==> config.mk <==
export PLATFORM = sky130hd
export DESIGN_NAME = axi_master_cmd_arbiter
export DESIGN_NICKNAME = d
export VERILOG_FILES = /design/src/rtl/axi_master_cmd_arbiter.sv
export SDC_FILE = /design/constraint.sdc
export NUM_CORES = 1
export LEC_CHECK = 0
export ABC_AREA = 1
export CAP_MARGIN = 20
export CORE_AREA = 2 2 170 172
export DETAILED_ROUTE_END_ITERATION = 8
export DIE_AREA = 0 0 172 174
export PLACE_DENSITY = 0.55
export REMOVE_ABC_BUFFERS = 1
export SLEW_MARGIN = 0
export SYNTH_ARGS = -nofsm -noshare
export SYNTH_HDL_FRONTEND = slang
export SYNTH_SLANG_ARGS = --single-unit
==> constraint.sdc <==
create_clock -name clk -period 2.1 [get_ports clk]
set_input_delay 0.42 -clock clk [delete_from_list [all_inputs] [get_ports clk]]
set_output_delay 0.42 -clock clk [all_outputs]
set_load 0.02 [all_outputs]
==> src/rtl/axi_master_cmd_arbiter.sv <==
// Round-robin arbiter that lets NUM_REQ requesters share one AXI_master command port,
// issuing a single-cycle go per grant and returning per-requester done/error pulses.
module axi_master_cmd_arbiter #(
    parameter int NUM_REQ      = 4,
    parameter int DATA_WIDTH   = 32,
    parameter int BUSY_TIMEOUT = 64
) (
    input  logic                          clk,
    input  logic                          reset,
    input  logic [NUM_REQ-1:0]            req,
    input  logic [NUM_REQ-1:0]            req_rnw,
    input  logic [32*NUM_REQ-1:0]         req_address,
    input  logic [8*NUM_REQ-1:0]          req_burst_length,
    input  logic [7*NUM_REQ-1:0]          req_burst_size,
    input  logic [NUM_REQ-1:0]            req_increment,
    input  logic [DATA_WIDTH*NUM_REQ-1:0] req_write_data,
    input  logic [NUM_REQ-1:0]            req_write_fifo_en,
    input  logic [NUM_REQ-1:0]            req_read_fifo_en,
    output logic [NUM_REQ-1:0]            grant,
    output logic [NUM_REQ-1:0]            req_done,
    output logic [NUM_REQ-1:0]            req_error,
    output logic                          go,
    output logic                          RNW,
    output logic [31:0]                   address,
    output logic [7:0]                    burst_length,
    output logic [6:0]                    burst_size,
    output logic                          increment_burst,
    output logic [DATA_WIDTH-1:0]         write_data,
    output logic                          write_fifo_en,
    output logic                          read_fifo_en,
    input  logic                          busy,
    input  logic                          done,
    input  logic                          error
);

    localparam int PW = $clog2(NUM_REQ);
    localparam int CW = $clog2(BUSY_TIMEOUT + 1);

    localparam logic [2:0] S_IDLE      = 3'd0;
    localparam logic [2:0] S_ISSUE     = 3'd1;
    localparam logic [2:0] S_WAIT_BUSY = 3'd2;
    localparam logic [2:0] S_WAIT_DONE = 3'd3;
    localparam logic [2:0] S_COMPLETE  = 3'd4;

    logic [2:0]         r_state;
    logic [PW-1:0]      r_rr;
    logic [PW-1:0]      r_owner;
    logic [NUM_REQ-1:0] r_grant;
    logic [CW-1:0]      r_cnt;
    logic               r_err;
    logic               r_rnw;
    logic [31:0]        r_addr;
    logic [7:0]         r_len;
    logic [6:0]         r_size;
    logic               r_inc;

    logic               w_any;
    logic [PW-1:0]      w_sel;
    logic [PW-1:0]      w_idx;

    // Scan downward so the candidate closest to the pointer is the last one written.
    always_comb begin
        w_any = 1'b0;
        w_sel = '0;
        w_idx = '0;
        for (int k = NUM_REQ - 1; k >= 0; k--) begin
            w_idx = PW'((int'(r_rr) + k) % NUM_REQ);
            if (req[w_idx]) begin
                w_any = 1'b1;
                w_sel = w_idx;
            end
        end
    end

    always_ff @(posedge clk or posedge reset) begin
        if (reset) begin
            r_state <= S_IDLE;
            r_rr    <= '0;
            r_owner <= '0;
            r_grant <= '0;
            r_cnt   <= '0;
            r_err   <= 1'b0;
            r_rnw   <= 1'b0;
            r_addr  <= '0;
            r_len   <= '0;
            r_size  <= '0;
            r_inc   <= 1'b0;
        end else begin
            case (r_state)
                S_IDLE: begin
                    if (w_any) begin
                        r_grant <= NUM_REQ'(1) << w_sel;
                        r_owner <= w_sel;
                        r_rnw   <= req_rnw[w_sel];
                        r_addr  <= req_address[w_sel*32 +: 32];
                        r_len   <= req_burst_length[w_sel*8 +: 8];
                        r_size  <= req_burst_size[w_sel*7 +: 7];
                        r_inc   <= req_increment[w_sel];
                        r_state <= S_ISSUE;
                    end
                end
                S_ISSUE: begin
                    r_cnt   <= '0;
                    r_err   <= 1'b0;
                    r_state <= S_WAIT_BUSY;
                end
                S_WAIT_BUSY: begin
                    if (done) begin
                        r_err   <= error;
                        r_state <= S_COMPLETE;
                    end else if (busy) begin
                        r_state <= S_WAIT_DONE;
                    end else begin
                        r_cnt <= r_cnt + 1'b1;
                        if (r_cnt == CW'(BUSY_TIMEOUT - 1)) begin
                            r_err   <= 1'b1;
                            r_state <= S_COMPLETE;
                        end
                    end
                end
                S_WAIT_DONE: begin
                    if (done) begin
                        r_err   <= error;
                        r_state <= S_COMPLETE;
                    end
                end
                S_COMPLETE: begin
                    r_grant <= '0;
                    r_rr    <= (r_owner == PW'(NUM_REQ - 1)) ? '0 : r_owner + 1'b1;
                    r_state <= S_IDLE;
                end
                default: r_state <= S_IDLE;
            endcase
        end
    end

    assign grant           = r_grant;
    assign go              = (r_state == S_ISSUE);
    assign req_done        = (r_state == S_COMPLETE) ? r_grant : '0;
    assign req_error       = ((r_state == S_COMPLETE) && (r_err || error)) ? r_grant : '0;
    assign RNW             = r_rnw;
    assign address         = r_addr;
    assign burst_length    = r_len;
    assign burst_size      = r_size;
    assign increment_burst = r_inc;

    // FIFO strobes follow the owner only; an idle arbiter drives zeros.
    always_comb begin
        write_data    = '0;
        write_fifo_en = 1'b0;
        read_fifo_en  = 1'b0;
        for (int i = 0; i < NUM_REQ; i++) begin
            if (r_grant[i]) begin
                write_data    = req_write_data[i*DATA_WIDTH +: DATA_WIDTH];
                write_fifo_en = req_write_fifo_en[i];
                read_fifo_en  = req_read_fifo_en[i];
            end
        end
    end

endmodule

==> impl_metrics.env, run 1 <==
export IMPL_syn_to_final_growth_pct=111
export IMPL_first_global_vias=8032
export IMPL_drive_gt1_share_pct=17.1
export IMPL_placedCellCount=1747
export IMPL_crit_slowest_cell="dfrtp_2"
export IMPL_slew_violations=0
export IMPL_cts_buffers=9
export IMPL_setup_viol=33
export IMPL_antenna_found_initial=1
export IMPL_finalInstanceArea_um2=12300
export IMPL_synth_seq_cells=68
export IMPL_drc=0
export IMPL_endpoint_kind="output port"
export IMPL_netlist_top_cell_by_area="dfrtp_1"
export IMPL_syn_inst=919
export IMPL_synth_area_top_cells="dfrtp_1, nand3_1, nand2_1, nand3b_1, a221oi_1"
export IMPL_grt_setup_unrepaired="yes"
export IMPL_crit_path_max_incr_delay_ns=0.44
export IMPL_viasPerCell=4.65
export IMPL_grt_ovfl_total=0
export IMPL_cts_hold_buf=0
export IMPL_cts_root_buf="clkbuf_16"
export IMPL_vias=8297
export IMPL_die_w_um=172
export IMPL_wl_per_cell_um=18.0
export IMPL_worstPathArrival_ns=1.81
export IMPL_pre_cts_slack_ns=-0.456
export IMPL_leakagePower_nw=5.48
export IMPL_tightest_slew_ns=0.479
export IMPL_insertion_delay_ns=0.34
export IMPL_final_cells=1786
export IMPL_io_pins=437
export IMPL_utilization_pct=43.6
export IMPL_crit_chain="nor2_4 -> buf_12 -> buf_8 -> buf_4 -> a221oi_2 -> o31ai_1 -> buf_4"
export IMPL_drtPass1Iterations=4
export IMPL_crit_reg2reg_launch="r_rr[0]$_DFFE_PP0N_"
export IMPL_cts_tree="yes"
export IMPL_min_path_type="input port to async pin"
export IMPL_globalplace_congestion=0.807
export IMPL_status="finished with violations"
export IMPL_num_rows=62
export IMPL_placed_area_um2=11200
export IMPL_syn_area_um2=5830
export IMPL_finalCritPeriodShare_pct=106
export IMPL_synth_edf_count=0
export IMPL_place_hpwl_um=23500
export IMPL_grt_pass1_wl_um=44800
export IMPL_critPathMostFrequentCell="buf_4"
export IMPL_violations="negative setup slack"
export IMPL_hold_viol=0
export IMPL_start_util_pct=20.7
export IMPL_die_h_um=174
export IMPL_synth_top_cell_area_share_pct=29.2
export IMPL_start_kind="flip-flop"
export IMPL_ys_flop_type="dfrtp_1"
export IMPL_avgSynthCellArea_um2=6.35
export IMPL_drt_iter0_markers=364
export IMPL_yosysSeqAreaShare_pct=29.2
export IMPL_clk_pin_slew_ns=0.06
export IMPL_crit_type="flip-flop to output port"
export IMPL_ant_nets=0
export IMPL_slew_headroom_pct=67.7
export IMPL_cellPowerDensity_nw_per_um2=1560
export IMPL_fin_ws_ns=-0.130
export IMPL_fp_dieArea_um2=29900
export IMPL_critPathLaunch="grant[1]$_DFFE_PP0P_"
export IMPL_cts_sinks=68
export IMPL_core_um2=28200
export IMPL_crit_fanout=7
export IMPL_grt_max_degree=50
export IMPL_io_buffers=436
export IMPL_synth_async_sr_flop_share_pct=100
export IMPL_skew_ns=0.0132
export IMPL_period_minus_slack_ns=2.23
export IMPL_htree_levels=3
export IMPL_synth_cell_type_count=33
export IMPL_layout_nets=1739
export IMPL_grt_usage_pct=19.5
export IMPL_totalWireLength_um=32200
export IMPL_max_clock_path_buffers=2
export IMPL_clock_fmax_ghz=0.448
export IMPL_worst_ir_drop_vdd_mv=0.665
export IMPL_required_ns=1.68
export IMPL_yosys_warnings=0
export IMPL_maxCapViolations=0
[Yosys cell counts, types with 2 or more instances]
library cell  count
a21oi_1           6
a221oi_1         34
buf_1             4
buf_2            19
buf_4            10
clkbuf_1         40
dfrtp_1          68
ha_1              2
inv_1            75
inv_2             4
nand2_1         270
nand2_2           2
nand3_1         207
nand3_2           3
nand3b_1         50
nor2_1           56
nor3_1            3
o21ai_0          13
o21ai_1           2
o22ai_1           3
o31ai_1          35
or2_2             2
[cells by family (layout without fill, tap and decap cells)]
logic type	count (synthesis)	in the layout	synth area share, %
AO/OA/AOI/OAI	99	99	12.5
buffers and inverters	153	635	11.0
AND/OR/NAND/NOR	597	597	46.8
flip-flops	68	68	29.2
adder cells (fa/ha/maj)	2	2	0.429
other	0	1	0
[per-stage QoR]
stage               hold WS (ns)  power [mW]  TNS [ns]
floorplan                  0.461        8.24   -168.10
global placement           0.477        16.0    -19.83
detailed placement         0.483        16.1    -20.46
CTS                        0.341        18.1     -3.01
global route               0.364        20.7     -5.09
finish                     0.351        19.3     -2.08
[worst max-delay path: cells and delay by family (launching register included)]
kind	cells	cell delay [ns]
AND/OR/NAND/NOR	1	0.20
AO/OA/AOI/OAI	2	0.25
flip-flops	1	0.44
buffers and inverters	4	0.58
[state kept, by name, summed over array words and instances (netlist names)]
| name | flops |
|---|---|
| grant | 4 |
| RNW | 1 |
| r_cnt | 7 |
| address | 32 |
| burst_length | 8 |
| r_owner | 2 |
| r_state | 3 |
| r_err | 1 |
| burst_size | 7 |
| increment_burst | 1 |
| r_rr | 2 |
[repair_timing]
item | 4_1_cts | 5_1_grt
pin swaps | 5 | 15
setup endpoints to repair | 44 | 88
resized for setup | 195 | 86
setup buffers | 7 | 10
cloned | 3 | 8
[final timing paths]
kind / endpoint / slack, ns / cells past startpoint
max: write_data[16] / -0.13 / 7
min: address[4]$_DFFE_PP0P_ / 0.35 / 2
max reg2reg: address[8]$_DFFE_PP0P_ / 0.14 / 13
min reg2reg: address[14]$_DFFE_PP0P_ / 0.50 / 2
max in group asynchronous: burst_length[1]$_DFFE_PP0P_ / 1.19 / 3
min in group clk: address[14]$_DFFE_PP0P_ / 0.50 / 2
[placed cells by master, fill, tap and decap left out, drive strengths merged, types with 22 or more instances in the layout]
cell type,netlist,routed
clkbuf,40,22
o31ai,35,35
buf,34,134
clkdlybuf4s50,0,389
nand3b,50,50
nand2,272,272
nand3,210,210
a221oi,34,34
nor2,56,56
inv,79,78
dfrtp,68,68
[report_power, final]
group          total (mW)  internal (mW)  switching (mW)  leakage, nW
clock network        1.62          0.987           0.630        0.152
logic                15.3           6.83            8.46         4.48
registers            2.34           1.97           0.373        0.846
[metal layers]
layer / routed length (um) / global-route usage, %
met1: 12100 / 20.8
met2: 16700 / 36.6
met3: 2750 / 5.90
met4: 686 / 5.46
met5: 0 / 0
[layout make-up]
cell class	count	area [um2]
antenna	1	2.50
fill	2934	15900
multi-input combinational	698	3980
clock buffer	11	253
clock inverter	5	60.1
tap	384	480
inverter	79	298
sequential	68	1710
timing repair buffer	540	5540
Note: power is estimated with default switching activity, not from simulation.
==> run 2, diff against run 1 <==
--- a/config.mk
+++ b/config.mk
@@ -10,6 +10,7 @@
 export CORE_AREA = 2 2 170 172
 export DETAILED_ROUTE_END_ITERATION = 8
 export DIE_AREA = 0 0 172 174
+export GPL_ROUTABILITY_DRIVEN = 0
 export PLACE_DENSITY = 0.55
 export REMOVE_ABC_BUFFERS = 1
 export SLEW_MARGIN = 0
==> results of run 2 <==
The final DEF is identical to that of run 1; final timing and power are the same.
==> run 3, diff against run 2 <==
--- a/config.mk
+++ b/config.mk
@@ -8,6 +8,7 @@
 export ABC_AREA = 1
 export CAP_MARGIN = 20
 export CORE_AREA = 2 2 170 172
+export CTS_BUF_LIST = sky130_fd_sc_hd__clkbuf_8 sky130_fd_sc_hd__clkbuf_16
 export DETAILED_ROUTE_END_ITERATION = 8
 export DIE_AREA = 0 0 172 174
 export GPL_ROUTABILITY_DRIVEN = 0
==> results of run 3 <==
The final DEF is identical to that of run 1; final timing and power are the same.
